===== config.mk =====
export PLATFORM = sky130hd
export DESIGN_NAME = riscv_multicycle_control_flat
export DESIGN_NICKNAME = d
export VERILOG_FILES = /design/src/rtl/riscv_multicycle_control_if.sv /design/src/rtl/riscv_multicycle_control.sv /design/src/flat_wrapper.sv
export SDC_FILE = /design/constraint.sdc
export NUM_CORES = 1
export LEC_CHECK = 0
export CAP_MARGIN = 20
export CORE_ASPECT_RATIO = 1.1
export CORE_MARGIN = 4
export CORE_UTILIZATION = 51
export CTS_BUF_LIST = sky130_fd_sc_hd__clkbuf_2 sky130_fd_sc_hd__clkbuf_4 sky130_fd_sc_hd__clkbuf_8
export DETAILED_ROUTE_END_ITERATION = 8
export PLACE_DENSITY = 0.8
export SLEW_MARGIN = 20
export SYNTH_ARGS = -nofsm -noshare
export SYNTH_HDL_FRONTEND = slang
export SYNTH_SLANG_ARGS = --single-unit

===== constraint.sdc =====
create_clock -name clk -period 2.79 [get_ports clk]
set_clock_uncertainty 0.15 [all_clocks]
set_input_delay 0.558 -clock clk [delete_from_list [all_inputs] [get_ports clk]]
set_output_delay 0.558 -clock clk [all_outputs]
set_load 0.02 [all_outputs]

===== src/rtl/riscv_multicycle_control_if.sv =====
// Memory handshake bundle between the multi-cycle sequencer and the serial-backed memory.
// The sequencer is the master: it raises mem_req/mem_we, and memory answers with mem_ready.
interface riscv_multicycle_control_if;
  logic mem_req;
  logic mem_we;
  logic mem_ready;

  modport master (
    output mem_req,
    output mem_we,
    input  mem_ready
  );

  modport slave (
    input  mem_req,
    input  mem_we,
    output mem_ready
  );
endinterface


===== src/rtl/riscv_multicycle_control.sv =====
// Multi-cycle RISC-V sequencer: FETCH/DECODE/EXEC/MEM/WB with variable-latency memory handshake,
// illegal-opcode and memory-timeout faults, and a retired-instruction counter.
module riscv_multicycle_control #(
  parameter int unsigned MEM_TIMEOUT   = 255,
  parameter int unsigned INSTRET_WIDTH = 32
) (
  input  logic                     clk,
  input  logic                     reset,
  input  logic                     run,
  input  logic [6:0]               opcode,
  input  logic [2:0]               funct3,
  input  logic                     branch_cond,
  riscv_multicycle_control_if.master membus,
  output logic                     ir_write,
  output logic                     pc_write,
  output logic [1:0]               pc_src,
  output logic                     reg_write,
  output logic [1:0]               wb_sel,
  output logic [1:0]               alu_src_a,
  output logic [1:0]               alu_src_b,
  output logic [6:0]               alu_op,
  output logic [2:0]               alu_funct3,
  output logic                     busy,
  output logic                     fault,
  output logic [1:0]               fault_code,
  output logic [3:0]               state,
  output logic [INSTRET_WIDTH-1:0] instret
);

  typedef enum logic [3:0] {
    S_IDLE   = 4'd0,
    S_FETCH  = 4'd1,
    S_DECODE = 4'd2,
    S_EXEC   = 4'd3,
    S_MEM    = 4'd4,
    S_WB     = 4'd5,
    S_FAULT  = 4'd15
  } state_t;

  localparam logic [6:0] OP_R     = 7'b0110011;
  localparam logic [6:0] OP_I     = 7'b0010011;
  localparam logic [6:0] OP_LOAD  = 7'b0000011;
  localparam logic [6:0] OP_STORE = 7'b0100011;
  localparam logic [6:0] OP_BR    = 7'b1100011;
  localparam logic [6:0] OP_JAL   = 7'b1101111;
  localparam logic [6:0] OP_JALR  = 7'b1100111;
  localparam logic [6:0] OP_LUI   = 7'b0110111;
  localparam logic [6:0] OP_AUIPC = 7'b0010111;

  localparam logic [1:0] FC_NONE    = 2'b00;
  localparam logic [1:0] FC_ILLEGAL = 2'b01;
  localparam logic [1:0] FC_TIMEOUT = 2'b10;

  // The Nth consecutive unanswered request cycle faults; a ready in that same cycle still completes.
  localparam logic [15:0] TMO_LAST = 16'(MEM_TIMEOUT - 1);

  state_t      state_q, state_n;
  logic        taken_q;
  logic        fault_q;
  logic [1:0]  fault_code_q, fault_code_n;
  logic [15:0] tmo_cnt;
  logic        mem_req_c, mem_we_c;
  logic        tmo_hit;

  logic is_r, is_i, is_load, is_store, is_br, is_jal, is_jalr, is_lui, is_auipc, legal;

  always_comb begin
    is_r     = (opcode == OP_R);
    is_i     = (opcode == OP_I);
    is_load  = (opcode == OP_LOAD);
    is_store = (opcode == OP_STORE);
    is_br    = (opcode == OP_BR);
    is_jal   = (opcode == OP_JAL);
    is_jalr  = (opcode == OP_JALR);
    is_lui   = (opcode == OP_LUI);
    is_auipc = (opcode == OP_AUIPC);
    legal    = is_r | is_i | is_load | is_store | is_br | is_jal | is_jalr | is_lui | is_auipc;
  end

  assign tmo_hit = (tmo_cnt == TMO_LAST) && !membus.mem_ready;

  always_comb begin
    state_n      = state_q;
    fault_code_n = FC_NONE;
    mem_req_c    = 1'b0;
    mem_we_c     = 1'b0;
    ir_write     = 1'b0;
    pc_write     = 1'b0;
    pc_src       = '0;
    reg_write    = 1'b0;
    wb_sel       = '0;
    alu_src_a    = '0;
    alu_src_b    = '0;
    alu_op       = '0;
    alu_funct3   = '0;

    case (state_q)
      S_IDLE: begin
        if (run) state_n = S_FETCH;
      end

      S_FETCH: begin
        mem_req_c = 1'b1;
        if (membus.mem_ready) begin
          ir_write = 1'b1;
          state_n  = S_DECODE;
        end else if (tmo_hit) begin
          fault_code_n = FC_TIMEOUT;
          state_n      = S_FAULT;
        end
      end

      S_DECODE: begin
        if (!legal) begin
          fault_code_n = FC_ILLEGAL;
          state_n      = S_FAULT;
        end else begin
          state_n = S_EXEC;
        end
      end

      S_EXEC: begin
        // Control transfers reuse the ALU as a plain adder for the target address.
        if (is_br || is_jal || is_jalr) begin
          alu_op     = OP_STORE;
          alu_funct3 = 3'b000;
        end else begin
          alu_op     = opcode;
          alu_funct3 = funct3;
        end

        if (is_r) begin
          alu_src_a = 2'b01;
          alu_src_b = 2'b00;
        end else if (is_i || is_load || is_store || is_jalr) begin
          alu_src_a = 2'b01;
          alu_src_b = 2'b01;
        end else if (is_lui) begin
          alu_src_a = 2'b10;
          alu_src_b = 2'b01;
        end else begin
          alu_src_a = 2'b00;
          alu_src_b = 2'b01;
        end

        state_n = (is_load || is_store) ? S_MEM : S_WB;
      end

      S_MEM: begin
        mem_req_c = 1'b1;
        mem_we_c  = is_store;
        if (membus.mem_ready) begin
          state_n = S_WB;
        end else if (tmo_hit) begin
          fault_code_n = FC_TIMEOUT;
          state_n      = S_FAULT;
        end
      end

      S_WB: begin
        pc_write = 1'b1;
        if (is_jal || (is_br && taken_q)) pc_src = 2'b01;
        else if (is_jalr)                 pc_src = 2'b10;
        else                              pc_src = 2'b00;

        reg_write = !(is_store || is_br);

        if (is_load)               wb_sel = 2'b01;
        else if (is_jal || is_jalr) wb_sel = 2'b10;
        else                        wb_sel = 2'b00;

        state_n = run ? S_FETCH : S_IDLE;
      end

      S_FAULT: begin
        state_n = S_FAULT;
      end

      default: begin
        state_n = S_IDLE;
      end
    endcase
  end

  always_ff @(posedge clk or posedge reset) begin
    if (reset) begin
      state_q      <= S_IDLE;
      taken_q      <= 1'b0;
      fault_q      <= 1'b0;
      fault_code_q <= FC_NONE;
      instret      <= '0;
      tmo_cnt      <= '0;
    end else begin
      state_q <= state_n;

      if (state_q == S_EXEC && is_br) taken_q <= branch_cond;

      if (state_n == S_FAULT && state_q != S_FAULT) begin
        fault_q      <= 1'b1;
        fault_code_q <= fault_code_n;
      end

      if (state_q == S_WB) instret <= instret + INSTRET_WIDTH'(1);

      if ((state_n == S_FETCH || state_n == S_MEM) && state_n != state_q)
        tmo_cnt <= '0;
      else if (mem_req_c && !membus.mem_ready)
        tmo_cnt <= tmo_cnt + 16'd1;
    end
  end

  assign membus.mem_req = mem_req_c;
  assign membus.mem_we  = mem_we_c;
  assign fault          = fault_q;
  assign fault_code     = fault_code_q;
  assign state          = state_q;
  assign busy           = (state_q != S_IDLE) && (state_q != S_FAULT);

endmodule

===== src/flat_wrapper.sv =====
// flat-port wrapper written by rule: the top's interface ports become plain ports
module riscv_multicycle_control_flat 
#(
  parameter int unsigned MEM_TIMEOUT   = 255,
  parameter int unsigned INSTRET_WIDTH = 32
)
  (clk, reset, run, opcode, funct3, branch_cond, ir_write, pc_write, pc_src, reg_write, wb_sel, alu_src_a, alu_src_b, alu_op, alu_funct3, busy, fault, fault_code, state, instret, membus_mem_req, membus_mem_we, membus_mem_ready);
  riscv_multicycle_control_if membus_i ();
  input  logic clk;
  input  logic reset;
  input  logic run;
  input  logic [6:0] opcode;
  input  logic [2:0] funct3;
  input  logic branch_cond;
  output logic ir_write;
  output logic pc_write;
  output logic [1:0] pc_src;
  output logic reg_write;
  output logic [1:0] wb_sel;
  output logic [1:0] alu_src_a;
  output logic [1:0] alu_src_b;
  output logic [6:0] alu_op;
  output logic [2:0] alu_funct3;
  output logic busy;
  output logic fault;
  output logic [1:0] fault_code;
  output logic [3:0] state;
  output logic [INSTRET_WIDTH-1:0] instret;
  output wire logic [$bits(membus_i.mem_req)-1:0] membus_mem_req;
  output wire logic [$bits(membus_i.mem_we)-1:0] membus_mem_we;
  input wire logic [$bits(membus_i.mem_ready)-1:0] membus_mem_ready;
  assign membus_mem_req = membus_i.mem_req;
  assign membus_mem_we = membus_i.mem_we;
  assign membus_i.mem_ready = membus_mem_ready;
  riscv_multicycle_control #(.MEM_TIMEOUT(MEM_TIMEOUT), .INSTRET_WIDTH(INSTRET_WIDTH)) u_core (.clk(clk), .reset(reset), .run(run), .opcode(opcode), .funct3(funct3), .branch_cond(branch_cond), .membus(membus_i), .ir_write(ir_write), .pc_write(pc_write), .pc_src(pc_src), .reg_write(reg_write), .wb_sel(wb_sel), .alu_src_a(alu_src_a), .alu_src_b(alu_src_b), .alu_op(alu_op), .alu_funct3(alu_funct3), .busy(busy), .fault(fault), .fault_code(fault_code), .state(state), .instret(instret));
endmodule

==> reports/qor.txt, run 1 <==
Post-Synth Adder-Cell Area -> 0.0125
Synth Flop Type -> dfrtp_1
Worst Path Required -> 2.08 ns
Worst skew pair latency -> 0.31 ns
Final instance area -> 0.00424 mm2
Mux cell area share after synthesis -> 0.00751
Total CTS buffers -> 5
Final wirelength -> 7360 um
FF-to-FF Start -> u_core.state[0]
Area fraction in compound gates after synthesis -> 0.0722
DIE HEIGHT -> 88.4 um
Synthesized flop and latch total -> 56
Final ANT Viol Nets -> 0
Cell variety after synth -> 53
R2R Setup Slk -> 0.15 ns
Row cnt -> 29
Final worst path period need -> 2.79 ns
TritonRoute pass-1 iters -> 4
Static leakage power -> 1.97 nW
Die Wd -> 81.1 um
Vias -> 2,597
Core Footprint -> 0.00573 mm2
Initial core utilization -> 0.523
Crit path capture -> pc_src[0]
Status -> completed
Hold slack -> 0.329 ns
Hold Crit Class -> register to register
Main combinational cell family by area after synthesis -> simple AND/OR/NAND/NOR gates
RSZ-0062 raised after global routing -> yes
Largest net degree at the start of global routing -> 57
CP Launch Point -> opcode[5]
Nature of the critical path endpoint -> output port
Slew Viols, Final -> 0
Post-Synth Simple-Gate Area -> 0.269
Post-synth top area share -> 0.467
Total gr overflow -> 0
CTS tree -> done
Power Dens Cells -> 673 mW/mm2
Worst R2R Path Depth -> 8
Arr. time, crit path -> 2.08 ns
Post-route DRC -> 0
Seq/Total Area, Yosys -> 0.467
Setup TNS -> 0 ns
Global Route Usage Sum -> 0.204
Share of flip-flops with an asynchronous set or reset -> 1.00
Syn Inst Count -> 310
HPWL after DPL -> 5410 um
Final Hold Vio Count -> 0
Most frequent cells in the layout -> dfrtp_1, clkdlybuf4s50_1, nor2_1, buf_4, nand2_1
Top Layer Used -> met4
Fillers -> 442
Fin nets -> 434
Wire per inst -> 14.9 um
Xor and xnor area share after synthesis -> 0.134
Final period utilization -> 0.999
Util after Layout -> 0.740
FF-to-FF End -> u_core.tmo_cnt[14]
H-tree depth -> 2
Initial antenna violation count -> 0
Clock Path Buffers -> 2
Area contributors post-synth -> dfrtp_1, xnor2_1, xor2_1, nor2_1, nand2_1
Post-synth EDFFs -> 0
I/O pin total -> 78
Max_cap viols -> 0
Placer Congestion -> 0.791
IO buf count -> 76
DIE AREA -> 0.00717 mm2
Most common cell after layout, fill and taps aside -> dfrtp_1
1st-iter DRT viols -> 97
Met2 routed WL -> 3700 um
Pwr Total -> 2.85 mW
Cts hold-fix bufs -> 0
# setup viols final -> 0
CTS clock-pin slew for the worst setup and hold paths -> 0.09 ns
Leading area contributor after synthesis -> dfrtp_1
# diodes -> 0
Critical Path Fanout Max -> 3
Post-synthesis average cell area -> 9.67 um2
Vias in the first global route -> 2,598
Placed Area -> 0.00404 mm2
Ys Warns -> 0
Clock sinks -> 56
VDD IR max -> 0.000429 V
Met1 Wirelength -> 3120 um
Element type at the critical path start -> input pin
Post-Syn Area -> 0.00300 mm2
Layout cells sized above 1 -> 0.161
Avg Vias per Cell -> 5.26
FMAX -> 359 MHz
WL met3 -> 405 um
Crit path kind -> input pin to output port
Synth-to-layout area growth -> 41.5%
Global-route wire length before repair -> 11,700 um
Clock Root Buffer -> clkbuf_8
Syn Nets -> 328
[cell usage after synthesis (3+ instances only)]
cell and n:
nor4_1 4, nand2_1 29, nor3_1 5, nand4_1 11, nand3_1 20, nor2_1 38, clkbuf_1 3, and4_1 6
xor2_1 20, buf_6 3, nand2b_1 4, xnor2_1 26, inv_1 9, ha_1 3, dfrtp_1 56, a21oi_1 4
and3_1 8, o21ai_0 6, nor3b_1 4, and2_1 11
[repair_timing]
| action | CTS | global route |
|---|---|---|
| gates resized for setup | 35 | 23 |
| hold endpoints to repair | 0 | 0 |
| pin swaps | 1 | 5 |
| cloned | 0 | 1 |
| buffers inserted | 1 | 1 |
| setup endpoints to repair | 17 | 33 |
[flip-flops by register name, indices dropped and copies added, names as in the netlist]
register           flops
u_core.taken_q         1
u_core.state           4
u_core.fault_code      2
u_core.instret        32
u_core.fault           1
u_core.tmo_cnt        16
[worst min path at each step]
stage              startpoint  depth (start not counted)        endpoint  slack [ns]
3_5_place_dp     u_core.fault                          1    u_core.fault        0.31
4_1_cts          u_core.fault                          1    u_core.fault        0.33
2_1_floorplan  u_core.taken_q                          1  u_core.taken_q        0.32
5_1_grt          u_core.fault                          1    u_core.fault        0.36
3_3_place_gp     u_core.fault                          1    u_core.fault        0.31
6_report         u_core.fault                          1    u_core.fault        0.33
[per-layer routing]
| layer | global-route usage | vias to the layer above |
|---|---|---|
| met2 | 0.350 | 71 |
| met3 | 0.0326 | 11 |
| met5 | 0 | - |
| met4 | 0.0722 | 0 |
| met1 | 0.261 | 1247 |
| li1 | - | 1268 |
[logic make-up (layout without fill, tap and decap cells)]
logic type	after synthesis	count (layout)
buffers and inverters	20	127
flip-flops	56	56
AO/OA/AOI/OAI	28	28
AND/OR/NAND/NOR	154	154
multiplexers	2	2
other	1	1
adder cells (fa/ha/maj)	3	3
XOR/XNOR	46	46
[critical path, cell delays in order]
cell and delay (ns):
clkdlybuf4s50_1 0.48, nand3b_1 0.16, or2_2 0.34, nor3_1 0.21, clkdlybuf4s15_1 0.34
[report_power, final]
group	leakage [nW]	switching, mW	total, mW	internal, mW
clock	0.0541	0.256	0.522	0.266
combinational	1.16	0.688	1.35	0.665
sequential	0.762	0.0841	0.978	0.894
total	1.97	1.03	2.85	1.83
[metrics by stage]
step                setup WS (ns)  instances
finish                    0.00171        494
global route              -0.0396        494
CTS                       -0.0130        492
detailed placement         -0.325        483
global placement           -0.248        483
floorplan                   0.307        310
[layout make-up]
type                    instances  area (um2)  share of cell area
multi-input cells             234        1550               0.366
clock buffers                   5        68.8              0.0162
repair buffers                109        1040               0.246
inverters                      10        37.5             0.00885
flip-flops and latches         56        1400               0.330
well taps                      77        96.3              0.0227
clock inverters                 3        42.5              0.0100
No activity file was read; power rests on OpenSTA's default activity.
==> run 2, diff against run 1 <==
clock period = 2.8 ns   (was 2.79 ns; I/O delays follow)
==> reports/qor.txt, run 2 (synthesis gave the netlist of run 1 again) <==
R2R Setup Slk -> 0.18 ns
Sequential cell area -> 0.00140 mm2
# setup viols final -> 0
Largest Register -> u_core.instret
Power Dens Cells -> 645 mW/mm2
Post-Place Worst Slack -> -0.264 ns
Post-route DRC -> 0
FF-to-FF End -> u_core.tmo_cnt[15]
FMAX -> 365 MHz
Final Hold Vio Count -> 0
Vias in the first global route -> 2,631
Clock Path Buffers -> 2
Cts hold-fix bufs -> 0
Synth-to-layout area growth -> 38.3%
Final period utilization -> 0.978
1st-iter DRT viols -> 103
Setup TNS -> 0 ns
RSZ-0062 raised after global routing -> yes
Fillers -> 478
Worst R2R Path Depth -> 9
Worst Slack Setup Final -> 0.0605 ns
Arr. time, crit path -> 2.03 ns
TritonRoute pass-1 iters -> 4
Global-route wire length before repair -> 12,000 um
H-tree depth -> 2
CTS tree -> done
Die Wd -> 81.1 um
Largest net degree at the start of global routing -> 57
VDD IR max -> 0.000467 V
Layout cells sized above 1 -> 0.156
Worst Path Required -> 2.09 ns
Vias -> 2,624
Avg Vias per Cell -> 5.32
HPWL after DPL -> 5580 um
Core Footprint -> 0.00573 mm2
Global Route Usage Sum -> 0.211
Status -> completed
Row cnt -> 29
FF-to-FF Start -> u_core.state[0]
Final instance area -> 0.00415 mm2
Hold Crit Class -> register to register
CP Launch Point -> opcode[6]
Wire per inst -> 14.7 um
Final wirelength -> 7230 um
# diodes -> 0
Clock sinks -> 56
Crit path kind -> input pin to output port
Slew Viols, Final -> 0
Final ANT Viol Nets -> 0
Nature of the critical path endpoint -> output port
I/O pin total -> 78
Fin nets -> 433
Crit path capture -> wb_sel[1]
Worst skew pair latency -> 0.31 ns
Placer Congestion -> 0.792
Total gr overflow -> 0
IO buf count -> 76
Largest register FFs -> 32
Multi-input gate area -> 0.00152 mm2
DIE AREA -> 0.00717 mm2
Total CTS buffers -> 5
CTS clock-pin slew for the worst setup and hold paths -> 0.09 ns
Clock Root Buffer -> clkbuf_8
Final worst path period need -> 2.74 ns
Max_cap viols -> 0
Most frequent cells in the layout -> clkdlybuf4s50_1, dfrtp_1, nor2_1, buf_4, nand2_1
Critical Path Fanout Max -> 3
DIE HEIGHT -> 88.4 um
Element type at the critical path start -> input pin
Placed Area -> 0.00404 mm2
Initial antenna violation count -> 0
Static leakage power -> 1.90 nW
Initial core utilization -> 0.523
run 2: cell types whose count changed in the layout (fill, tap and decap cells not counted), sizes merged:
| cell | before | now |
|---|---|---|
| clkbuf | 8 | 15 |
| buf | 36 | 34 |
| bufinv | 1 | 0 |
| clkdlybuf4s50 | 53 | 56 |
| clkinv | 2 | 1 |
| dlygate4sd2 | 6 | 3 |
| clkdlybuf4s15 | 3 | 2 |
| dlymetal6s2s | 8 | 5 |
run 2: repair_timing:
action                                  4_1_cts  5_1_grt
endpoints found under the setup margin       17       29
resized for setup                            26       28
pin swaps                                     1        4
setup buffers                                 2        0
run 2: worst min path at each step:
| stage | startpoint | to | slack (ns) | cells after the start |
|---|---|---|---|---|
| floorplan | u_core.taken_q | u_core.taken_q | 0.32 | 1 |
| global placement | u_core.fault | u_core.fault | 0.31 | 1 |
| detailed placement | u_core.fault | u_core.fault | 0.30 | 1 |
| CTS | u_core.fault | u_core.fault | 0.33 | 1 |
| global route | u_core.fault_code[0] | u_core.fault_code[0] | 0.35 | 1 |
| finish | u_core.fault | u_core.fault | 0.33 | 1 |
run 2: power by group:
| group | internal (mW) | switching, mW | total [mW] |
|---|---|---|---|
| registers | 0.891 | 0.0881 | 0.979 |
| clock network | 0.211 | 0.249 | 0.461 |
| logic | 0.584 | 0.651 | 1.23 |
run 2: layout make-up:
class | instances | share of cell area
multi-input combinational | 234 | 0.367
clock inverter | 1 | 0.00181
tap | 77 | 0.0232
timing repair buffer | 108 | 0.239
clock buffer | 7 | 0.0217
sequential | 56 | 0.338
inverter | 10 | 0.00905
run 2: worst max-delay path, cell delays in order:
cell             delay (ns)
clkdlybuf4s50_1        0.50
nand3b_1               0.17
or2_2                  0.34
nor2_1                 0.14
clkdlybuf4s15_1        0.32
run 2: layer usage:
layer / vias to the layer above / part of all wire / global-route usage
li1: 1268 / - / -
met1: 1265 / 0.42 / 0.266
met2: 79 / 0.51 / 0.365
met3: 12 / 0.051 / 0.0448
met4: 0 / 0.018 / 0.0599
met5: - / 0 / 0
run 2: through the flow:
stage	util	total power, mW	std cells	hold WS, ns
global route	0.723	2.85	493	0.352
detailed placement	0.704	2.24	483	0.303
global placement	0.704	2.20	483	0.305
floorplan	-	1.69	310	0.321
finish	0.723	2.67	493	0.326
CTS	0.723	2.68	493	0.327
